`config.mk`:
```
export PLATFORM = sky130hd
export DESIGN_NAME = dsm_cic_decimator_flat
export DESIGN_NICKNAME = d
export VERILOG_FILES = /design/src/rtl/dsm_cic_decimator_if.sv /design/src/rtl/dsm_cic_decimator.sv /design/src/flat_wrapper.sv
export SDC_FILE = /design/constraint.sdc
export NUM_CORES = 1
export LEC_CHECK = 0
export BUFFER_PORTS_ARGS = -buffer_cell sky130_fd_sc_hd__buf_2
export CORE_UTILIZATION = 64
export CTS_BUF_LIST = sky130_fd_sc_hd__clkbuf_16
export CTS_CLUSTER_DIAMETER = 100
export DETAILED_ROUTE_END_ITERATION = 8
export GPL_ROUTABILITY_DRIVEN = 0
export HOLD_SLACK_MARGIN = 0.12
export PLACE_DENSITY = 0.87
export SLEW_MARGIN = 20
export SYNTH_ARGS = -nofsm -noshare
export SYNTH_HDL_FRONTEND = slang
export SYNTH_SLANG_ARGS = --single-unit
```
`constraint.sdc`:
```
create_clock -name aclk -period 5.8 [get_ports aclk]
set_input_delay 0.87 -clock aclk [delete_from_list [all_inputs] [get_ports aclk]]
set_output_delay 0.87 -clock aclk [all_outputs]
set_load 0.02 [all_outputs]
```
`src/rtl/dsm_cic_decimator_if.sv`:
```
//------------------------------------------------------------------------------
// Module   : dsm_cic_decimator_if
// Purpose  : Input strobe/word and output valid/ready bundle for the CIC decimator.
// Revision : 1.0
//------------------------------------------------------------------------------
`default_nettype none

interface dsm_cic_decimator_if #(
    parameter int IN_BW = 4,
    parameter int WIDTH = 16
);
    logic             in_valid;
    logic [IN_BW-1:0] in_data;
    logic             out_valid;
    logic             out_ready;
    logic [WIDTH-1:0] out_data;
    logic             overrun;

    modport master (
        output in_valid,
        output in_data,
        output out_ready,
        input  out_valid,
        input  out_data,
        input  overrun
    );

    modport slave (
        input  in_valid,
        input  in_data,
        input  out_ready,
        output out_valid,
        output out_data,
        output overrun
    );
endinterface

`default_nettype wire

```
`src/rtl/dsm_cic_decimator.sv`:
```
//------------------------------------------------------------------------------
// Module   : dsm_cic_decimator
// Purpose  : Third-order CIC decimator recovering PCM from a MASH word or DSM bitstream.
// Revision : 1.0
//------------------------------------------------------------------------------
`default_nettype none

module dsm_cic_decimator #(
    parameter int IN_BW      = 4,
    parameter int BITSTREAM  = 0,
    parameter int DECIM_LOG2 = 5,
    parameter int WIDTH      = 16
) (
    input  wire logic          aclk,
    input  wire logic          rst_n,
    input  wire logic          clear,
    dsm_cic_decimator_if.slave bus
);
    localparam int ACC_W = IN_BW + 3 * DECIM_LOG2;

    localparam logic [0:0] c_ST_WARMUP = 1'b0;
    localparam logic [0:0] c_ST_RUN    = 1'b1;

    logic [ACC_W-1:0]      w_x;
    logic [ACC_W-1:0]      w_i1_nx;
    logic [ACC_W-1:0]      w_i2_nx;
    logic [ACC_W-1:0]      w_i3_nx;
    logic [ACC_W-1:0]      w_c1;
    logic [ACC_W-1:0]      w_c2;
    logic [ACC_W-1:0]      w_c3;
    logic [WIDTH-1:0]      w_res;
    logic                  w_take;
    logic                  w_last;
    logic                  w_load_cand;
    logic                  w_accept;
    logic                  w_load;
    logic                  w_drop;
    logic                  w_unused_lsb;

    logic [ACC_W-1:0]      r_i1;
    logic [ACC_W-1:0]      r_i2;
    logic [ACC_W-1:0]      r_i3;
    logic [DECIM_LOG2-1:0] r_cnt;
    logic [ACC_W-1:0]      r_dec;
    logic                  r_dec_stb;
    logic [ACC_W-1:0]      r_d1;
    logic [ACC_W-1:0]      r_c1d;
    logic [ACC_W-1:0]      r_c2d;
    logic [0:0]            r_state;
    logic                  r_discard;
    logic                  r_out_valid;
    logic [WIDTH-1:0]      r_out_data;
    logic                  r_overrun;

    generate
        if (BITSTREAM != 0) begin : g_bitstream
            logic w_unused_in;
            assign w_unused_in = ^bus.in_data;
            assign w_x = bus.in_data[0] ? {{(ACC_W-1){1'b0}}, 1'b1} : {ACC_W{1'b1}};
        end else begin : g_word
            assign w_x = {{(ACC_W-IN_BW){bus.in_data[IN_BW-1]}}, bus.in_data};
        end
    endgenerate

    // Integrators chain on the freshly updated value so DC settles inside the warm-up.
    assign w_i1_nx = r_i1 + w_x;
    assign w_i2_nx = r_i2 + w_i1_nx;
    assign w_i3_nx = r_i3 + w_i2_nx;
    assign w_take  = bus.in_valid & ~clear;
    assign w_last  = (r_cnt == {DECIM_LOG2{1'b1}});

    always_ff @(posedge aclk or negedge rst_n) begin
        if (!rst_n) begin
            r_i1      <= '0;
            r_i2      <= '0;
            r_i3      <= '0;
            r_cnt     <= '0;
            r_dec     <= '0;
            r_dec_stb <= 1'b0;
        end else if (clear) begin
            r_i1      <= '0;
            r_i2      <= '0;
            r_i3      <= '0;
            r_cnt     <= '0;
            r_dec     <= '0;
            r_dec_stb <= 1'b0;
        end else begin
            r_dec_stb <= w_take & w_last;
            if (w_take) begin
                r_i1  <= w_i1_nx;
                r_i2  <= w_i2_nx;
                r_i3  <= w_i3_nx;
                r_cnt <= r_cnt + 1'b1;
                if (w_last) begin
                    r_dec <= w_i3_nx;
                end
            end
        end
    end

    // Comb differences are combinational so the result lands in the slot one cycle after the strobe.
    assign w_c1         = r_dec - r_d1;
    assign w_c2         = w_c1 - r_c1d;
    assign w_c3         = w_c2 - r_c2d;
    assign w_res        = w_c3[ACC_W-1 -: WIDTH];
    assign w_unused_lsb = ^w_c3;

    always_ff @(posedge aclk or negedge rst_n) begin
        if (!rst_n) begin
            r_d1  <= '0;
            r_c1d <= '0;
            r_c2d <= '0;
        end else if (clear) begin
            r_d1  <= '0;
            r_c1d <= '0;
            r_c2d <= '0;
        end else if (r_dec_stb) begin
            r_d1  <= r_dec;
            r_c1d <= w_c1;
            r_c2d <= w_c2;
        end
    end

    always_ff @(posedge aclk or negedge rst_n) begin
        if (!rst_n) begin
            r_state   <= c_ST_WARMUP;
            r_discard <= 1'b0;
        end else if (clear) begin
            r_state   <= c_ST_WARMUP;
            r_discard <= 1'b0;
        end else if (r_dec_stb && (r_state == c_ST_WARMUP)) begin
            if (r_discard) begin
                r_state   <= c_ST_RUN;
                r_discard <= 1'b0;
            end else begin
                r_discard <= 1'b1;
            end
        end
    end

    assign w_load_cand = r_dec_stb & (r_state == c_ST_RUN);
    assign w_accept    = r_out_valid & bus.out_ready;
    assign w_load      = w_load_cand & (~r_out_valid | bus.out_ready);
    assign w_drop      = w_load_cand & r_out_valid & ~bus.out_ready;

    always_ff @(posedge aclk or negedge rst_n) begin
        if (!rst_n) begin
            r_out_valid <= 1'b0;
            r_out_data  <= '0;
        end else if (clear) begin
            r_out_valid <= 1'b0;
            r_out_data  <= '0;
        end else if (w_load) begin
            r_out_valid <= 1'b1;
            r_out_data  <= w_res;
        end else if (w_accept) begin
            r_out_valid <= 1'b0;
        end
    end

    // Overrun is sticky across clear; only reset removes it.
    always_ff @(posedge aclk or negedge rst_n) begin
        if (!rst_n) begin
            r_overrun <= 1'b0;
        end else if (w_drop && !clear) begin
            r_overrun <= 1'b1;
        end
    end

    assign bus.out_valid = r_out_valid;
    assign bus.out_data  = r_out_data;
    assign bus.overrun   = r_overrun;

endmodule

`default_nettype wire

```
`src/flat_wrapper.sv`:
```
// flat-port wrapper written by rule: the top's interface ports become plain ports
module dsm_cic_decimator_flat 
#(
    parameter int IN_BW      = 4,
    parameter int BITSTREAM  = 0,
    parameter int DECIM_LOG2 = 5,
    parameter int WIDTH      = 16
)
  (aclk, rst_n, clear, bus_in_valid, bus_in_data, bus_out_ready, bus_out_valid, bus_out_data, bus_overrun);
  dsm_cic_decimator_if #(.IN_BW(IN_BW), .WIDTH(WIDTH)) bus_i ();
  input  wire logic aclk;
  input  wire logic rst_n;
  input  wire logic clear;
  input wire logic [$bits(bus_i.in_valid)-1:0] bus_in_valid;
  input wire logic [$bits(bus_i.in_data)-1:0] bus_in_data;
  input wire logic [$bits(bus_i.out_ready)-1:0] bus_out_ready;
  output wire logic [$bits(bus_i.out_valid)-1:0] bus_out_valid;
  output wire logic [$bits(bus_i.out_data)-1:0] bus_out_data;
  output wire logic [$bits(bus_i.overrun)-1:0] bus_overrun;
  assign bus_i.in_valid = bus_in_valid;
  assign bus_i.in_data = bus_in_data;
  assign bus_i.out_ready = bus_out_ready;
  assign bus_out_valid = bus_i.out_valid;
  assign bus_out_data = bus_i.out_data;
  assign bus_overrun = bus_i.overrun;
  dsm_cic_decimator #(.IN_BW(IN_BW), .BITSTREAM(BITSTREAM), .DECIM_LOG2(DECIM_LOG2), .WIDTH(WIDTH)) u_core (.aclk(aclk), .rst_n(rst_n), .clear(clear), .bus(bus_i));
endmodule
```
# --- Word-level counts from Yosys, hierarchy flattened ---
# Index checks and enable logic that the tools add are counted.
totals:
  inputBits: 9
  output_inout_bits: 18
  reg_bits: 159
  word_cells: 75
classes:
  eq_ne: 1
  mux: 29
  bitwise_logic: 12
  addsub: 7
  reduce_logical: 12
ops:
  columns: ["op", "count"]
  rows:
  - ["19-bit two-way mux", 15]
  - ["19-bit adder", 3]
  - ["19-bit subtractor", 3]
  - ["16-bit two-way mux", 2]
  - ["2-bit nonzero test", 6]
  - ["1-bit two-way mux", 10]
  - ["5-bit two-way mux", 2]
  - ["1-bit AND", 7]
  - ["5-bit by 1-bit adder with 5-bit output (second input constant)", 1]
  - ["5-bit == test (second input constant)", 1]
  - ["1-bit inverter", 4]
  - ["2-bit AND reduction", 2]
  - ["3-bit nonzero test", 1]
  - ["1-bit logical AND", 2]
  - ["1-bit logical NOT", 1]
  - ["1-bit bitwise OR", 1]

# --- Logic depth before layout (Yosys ltp) ---
depth:
  depth_word: 6
  depth_mapped: 25
  ltp_nobuf: 25

# --- Worst setup path after synthesis ---
# Ideal clock, no wire load.
synth_timing:
  path_type: "input-to-reg"
  start: "input bus_in_data[0]"
  end: "register u_core.r_dec[18]"
  path_stages: 24
  arrival_time_ns: 5.215
  t_required_ns: 5.706
  setup_ns: 0.094
  slack_ns: 0.491
  path_buffers: 0
  cell_sequence: "ha_1 fa_1 a211oi_2 o21ai_1 a311o_1 and2_1 o21a_1 nor2_1 xnor2_1 ha_1 and3_1 a31oi_1 o21ai_0 a21oi_1 o21ai_0 xor2_1 ha_1 nand3_1 nand2_1 a41o_1 nor4_1 nor3_1 xnor2_1 a211oi_1"
synth_between:
  elab_chain_cells: 6
synth_lines:
  columns: ["element", "line", "source"]
  rows:
  - ["from (decl)", "flat_wrapper.sv:15", "input wire logic [$bits(bus_i.in_data)-1:0] bus_in_data;"]
  - ["19-bit adder", "dsm_cic_decimator.sv:66", "assign w_i1_nx = r_i1 + w_x;"]
  - ["19-bit adder", "dsm_cic_decimator.sv:67", "assign w_i2_nx = r_i2 + w_i1_nx;"]
  - ["19-bit adder", "dsm_cic_decimator.sv:68", "assign w_i3_nx = r_i3 + w_i2_nx;"]
  - ["19-bit two-way mux", "dsm_cic_decimator.sv:94", "if (w_last) begin"]
  - ["19-bit two-way mux", "dsm_cic_decimator.sv:89", "if (w_take) begin"]
  - ["19-bit two-way mux", "dsm_cic_decimator.sv:80", "end else if (clear) begin"]
  - ["to (signal assigned)", "dsm_cic_decimator.sv:95", "r_dec <= w_i3_nx;"]
  - ["to (decl)", "dsm_cic_decimator.sv:44", "logic [ACC_W-1:0] r_dec;"]
# Every way passes these cells. The select of a mux whose other input is x is not followed.
# A chain may end at the register's enable or synchronous reset.

# --- Worst setup path in the final report ---
# Ends and elaborated chain as after synthesis.

==> results.py <==
metrics = {
    "clocking": {
        "clk_root_buffer_cell": "clkbuf_16",
        "clockBufferDepth": 2,
        "cts_tree": "yes",
        "cts_made_buffers": 17,
        "hold_buffers": 0,
        "htreeDepth": 4,
        "post-cts-setup-buffer-count": 0,
        "clkSinkCount": 159,
        "clk_latency_ps": 430,
        "clk_pin_slew_ps": 60,
        "ctsResizeCount": 0,
    },
    "synthesis": {
        "yosysWarningCount": 0,
        "syn_nets": 1317,
        "ys.flop_type": "dfrtp_1",
        "async_reset_ff_share_pct": 100,
        "avgSynthCellArea_um2": 9.26,
        "ys_types": 69,
        "synth_edf_count": 0,
        "synthCells": 1193,
        "yosysSeqAreaShare_pct": 36.0,
        "syn_area_um2": 11000,
        "ys_ff_latch": 159,
    },
    "power_and_ir_drop": {
        "vdd_drop_max_mv": 0.553,
        "power_leakage_uw": 0.00563,
        "powerDensity_nw_per_um2": 562,
        "p_total_uw": 6750,
    },
    "placed_design": {
        "dp_hpwl_um": 16600,
        "io_buffers": 26,
        "dp_slack_ps": -23.0,
    },
    "final_layout": {
        "final_cell_mix": "nor2_1 (189), dfrtp_1 (158), ha_1 (110), mux2i_1 (96), a21oi_1 (78)",
        "syn2layout_area_growth_pct": 8.85,
        "final_common_cell": "nor2_1",
        "num-nets-final": 1334,
        "diodes": 0,
        "post-route-util_pct": 72.0,
        "layout-drive-gt1-share_pct": 6.79,
    },
    "route": {
        "drtIter0Drc": 533,
        "antenna_left": 0,
        "route.detailed.drc": 0,
        "first_pass_iters": 5,
        "wl_um": 24000,
        "routedWlPerCell_um": 16.6,
        "avgViaCountPerCell": 6.03,
        "vias": 8699,
    },
    "die": {
        "rows": 47,
        "die-area_um2": 17800,
        "die_h_um": 133,
        "start_util_pct": 66.1,
        "ioPinCount": 27,
        "coreArea_um2": 16700,
        "die_w_um": 133,
    },
    "setup_path": {
        "path_class": "primary input to flop",
        "crit_required_ps": 6130,
        "worstPathArrival_ps": 5810,
        "crit_path_max_fanout": 6,
        "setup.worst_path.start": "bus_in_data[0]",
        "worstSetupStartpointType": "primary input",
        "endpoint_kind": "flop",
        "r2r-start": "u_core.r_i1[0]",
    },
    "sta": {
        "layout_min_cycle_time_ps": 5480,
        "worstMarginPinSlew_ps": 1010,
        "fin_hold_ws_ps": 422,
        "maxClockFrequency_mhz": 183,
        "setup_viol": 0,
        "post-route-period-util_pct": 94.4,
        "slew_headroom_pct": 32.6,
        "timing.final.ws_setup_ps": 324,
        "hold_violations": 0,
        "clock-skew-final_ps": 7.64,
        "timing.final.max_slew_violations": 0,
    },
    "global_route": {
        "grt_max_degree": 88,
        "gr-total-overflow": 0,
        "antenna_found_initial": 0,
        "grt_pass1_vias": 8678,
        "grt_pass1_wl_um": 40900,
        "grt_use_total_pct": 28.5,
    },
    "run_status": {
        "status": "complete, no violations",
    },
    "hold_path": {
        "hold_path_class": "primary input to asynchronous set/reset pin",
    },
    "flow_run": {
        "max_cap_violations": 0,
    },
}
[metrics by stage]
step / cell area (um^2) / std cells / TNS, ps
3_5_place_dp: 11400 / 1411 / -23.0
5_1_grt: 12000 / 1443 / -7.58
6_report: 12000 / 1443 / 0
3_3_place_gp: 11400 / 1411 / 0
2_1_floorplan: 11000 / 1193 / 0
4_1_cts: 12000 / 1443 / 0
[cells by family after synthesis]
family / after synthesis / synth area share, %
xor+xnor: 96 / 7.74
mux: 97 / 8.80
flops: 159 / 36.0
buf+inv: 110 / 3.74
simple gates: 353 / 14.1
fa+ha+maj: 115 / 13.4
compound gates: 263 / 16.3
[per-layer routing]
layer	track usage, %	up-vias	routed length, um
met1	34.2	4200	10200
met2	50.4	211	12300
li1	-	4233	-
met5	0	-	0
met3	4.95	55	775
met4	11.6	0	741
[state kept, by name (all words and copies together), names as in the netlist, 16 cells and up]
register             cells
u_core.r_d1             19
u_core.r_c2d            19
u_core.r_c1d            19
u_core.r_i1             19
u_core.r_dec            19
u_core.r_i3             19
u_core.r_i2             19
u_core.bus.out_data     16
[layout make-up]
cell class / count / area [um^2]
multi-input combinational: 924 / 6670
fill: 1173 / 4680
sequential: 159 / 3980
clock buffer: 17 / 425
tap: 220 / 275
inverter: 73 / 274
timing repair buffer: 35 / 206
clock inverter: 15 / 195
[synth_stat cells, types with 6 or more instances]
master | number | area share, %
a22o_1 | 12 | 0.95
nand2_1 | 67 | 2.3
a31oi_1 | 8 | 0.45
o21ai_0 | 32 | 1.4
nand2b_1 | 14 | 0.79
and2_1 | 8 | 0.45
dfrtp_1 | 159 | 36
o31ai_1 | 8 | 0.54
buf_1 | 11 | 0.37
nor2_1 | 189 | 6.4
o21a_1 | 16 | 1.1
nor3_1 | 16 | 0.72
xor2_1 | 29 | 2.3
a211oi_1 | 13 | 0.88
a21oi_1 | 80 | 3.6
mux2i_1 | 96 | 8.7
a21o_1 | 26 | 1.8
and3_1 | 6 | 0.34
xnor2_1 | 66 | 5.2
o21bai_1 | 12 | 0.82
ha_1 | 110 | 12
clkbuf_1 | 26 | 0.88
or3_1 | 8 | 0.45
nor2b_1 | 12 | 0.68
nand3_1 | 12 | 0.54
o21ai_1 | 10 | 0.45
inv_1 | 73 | 2.5
[report_power, final]
group	switching (uW)	internal, uW	total (uW)
logic	2440	1800	4240
registers	85.3	1230	1320
clock network	477	718	1200
[worst paths after layout]
kind | endpoint | slack (ps) | depth (start not counted)
max | u_core.r_dec[18] | 320 | 25
min | u_core.r_c2d[3] | 420 | 1
max reg2reg | u_core.r_dec[18] | 470 | 24
min reg2reg | u_core.bus.overrun | 470 | 2
max in group asynchronous | u_core.r_i2[12] | 4280 | 2
min in group aclk | u_core.bus.overrun | 470 | 2
[worst max-delay path, cell delays in order]
cell and delay (ps):
buf_2 100, ha_1 220, fa_1 430, a211oi_2 270, o21ai_1 140, a311o_1 320, and2_1 190, o21a_1 170
nor2_1 110, xnor2_1 150, ha_1 320, and3_1 240, a31oi_1 160, o21ai_0 130, a21oi_2 180, o21ai_0 130
xor2_1 170, ha_1 370, nand3_1 130, nand2_1 50, a41o_1 230, nor4_1 200, nor3_1 120, xnor2_1 150
a211oi_1 250
No activity file was read; power rests on OpenSTA's default activity.
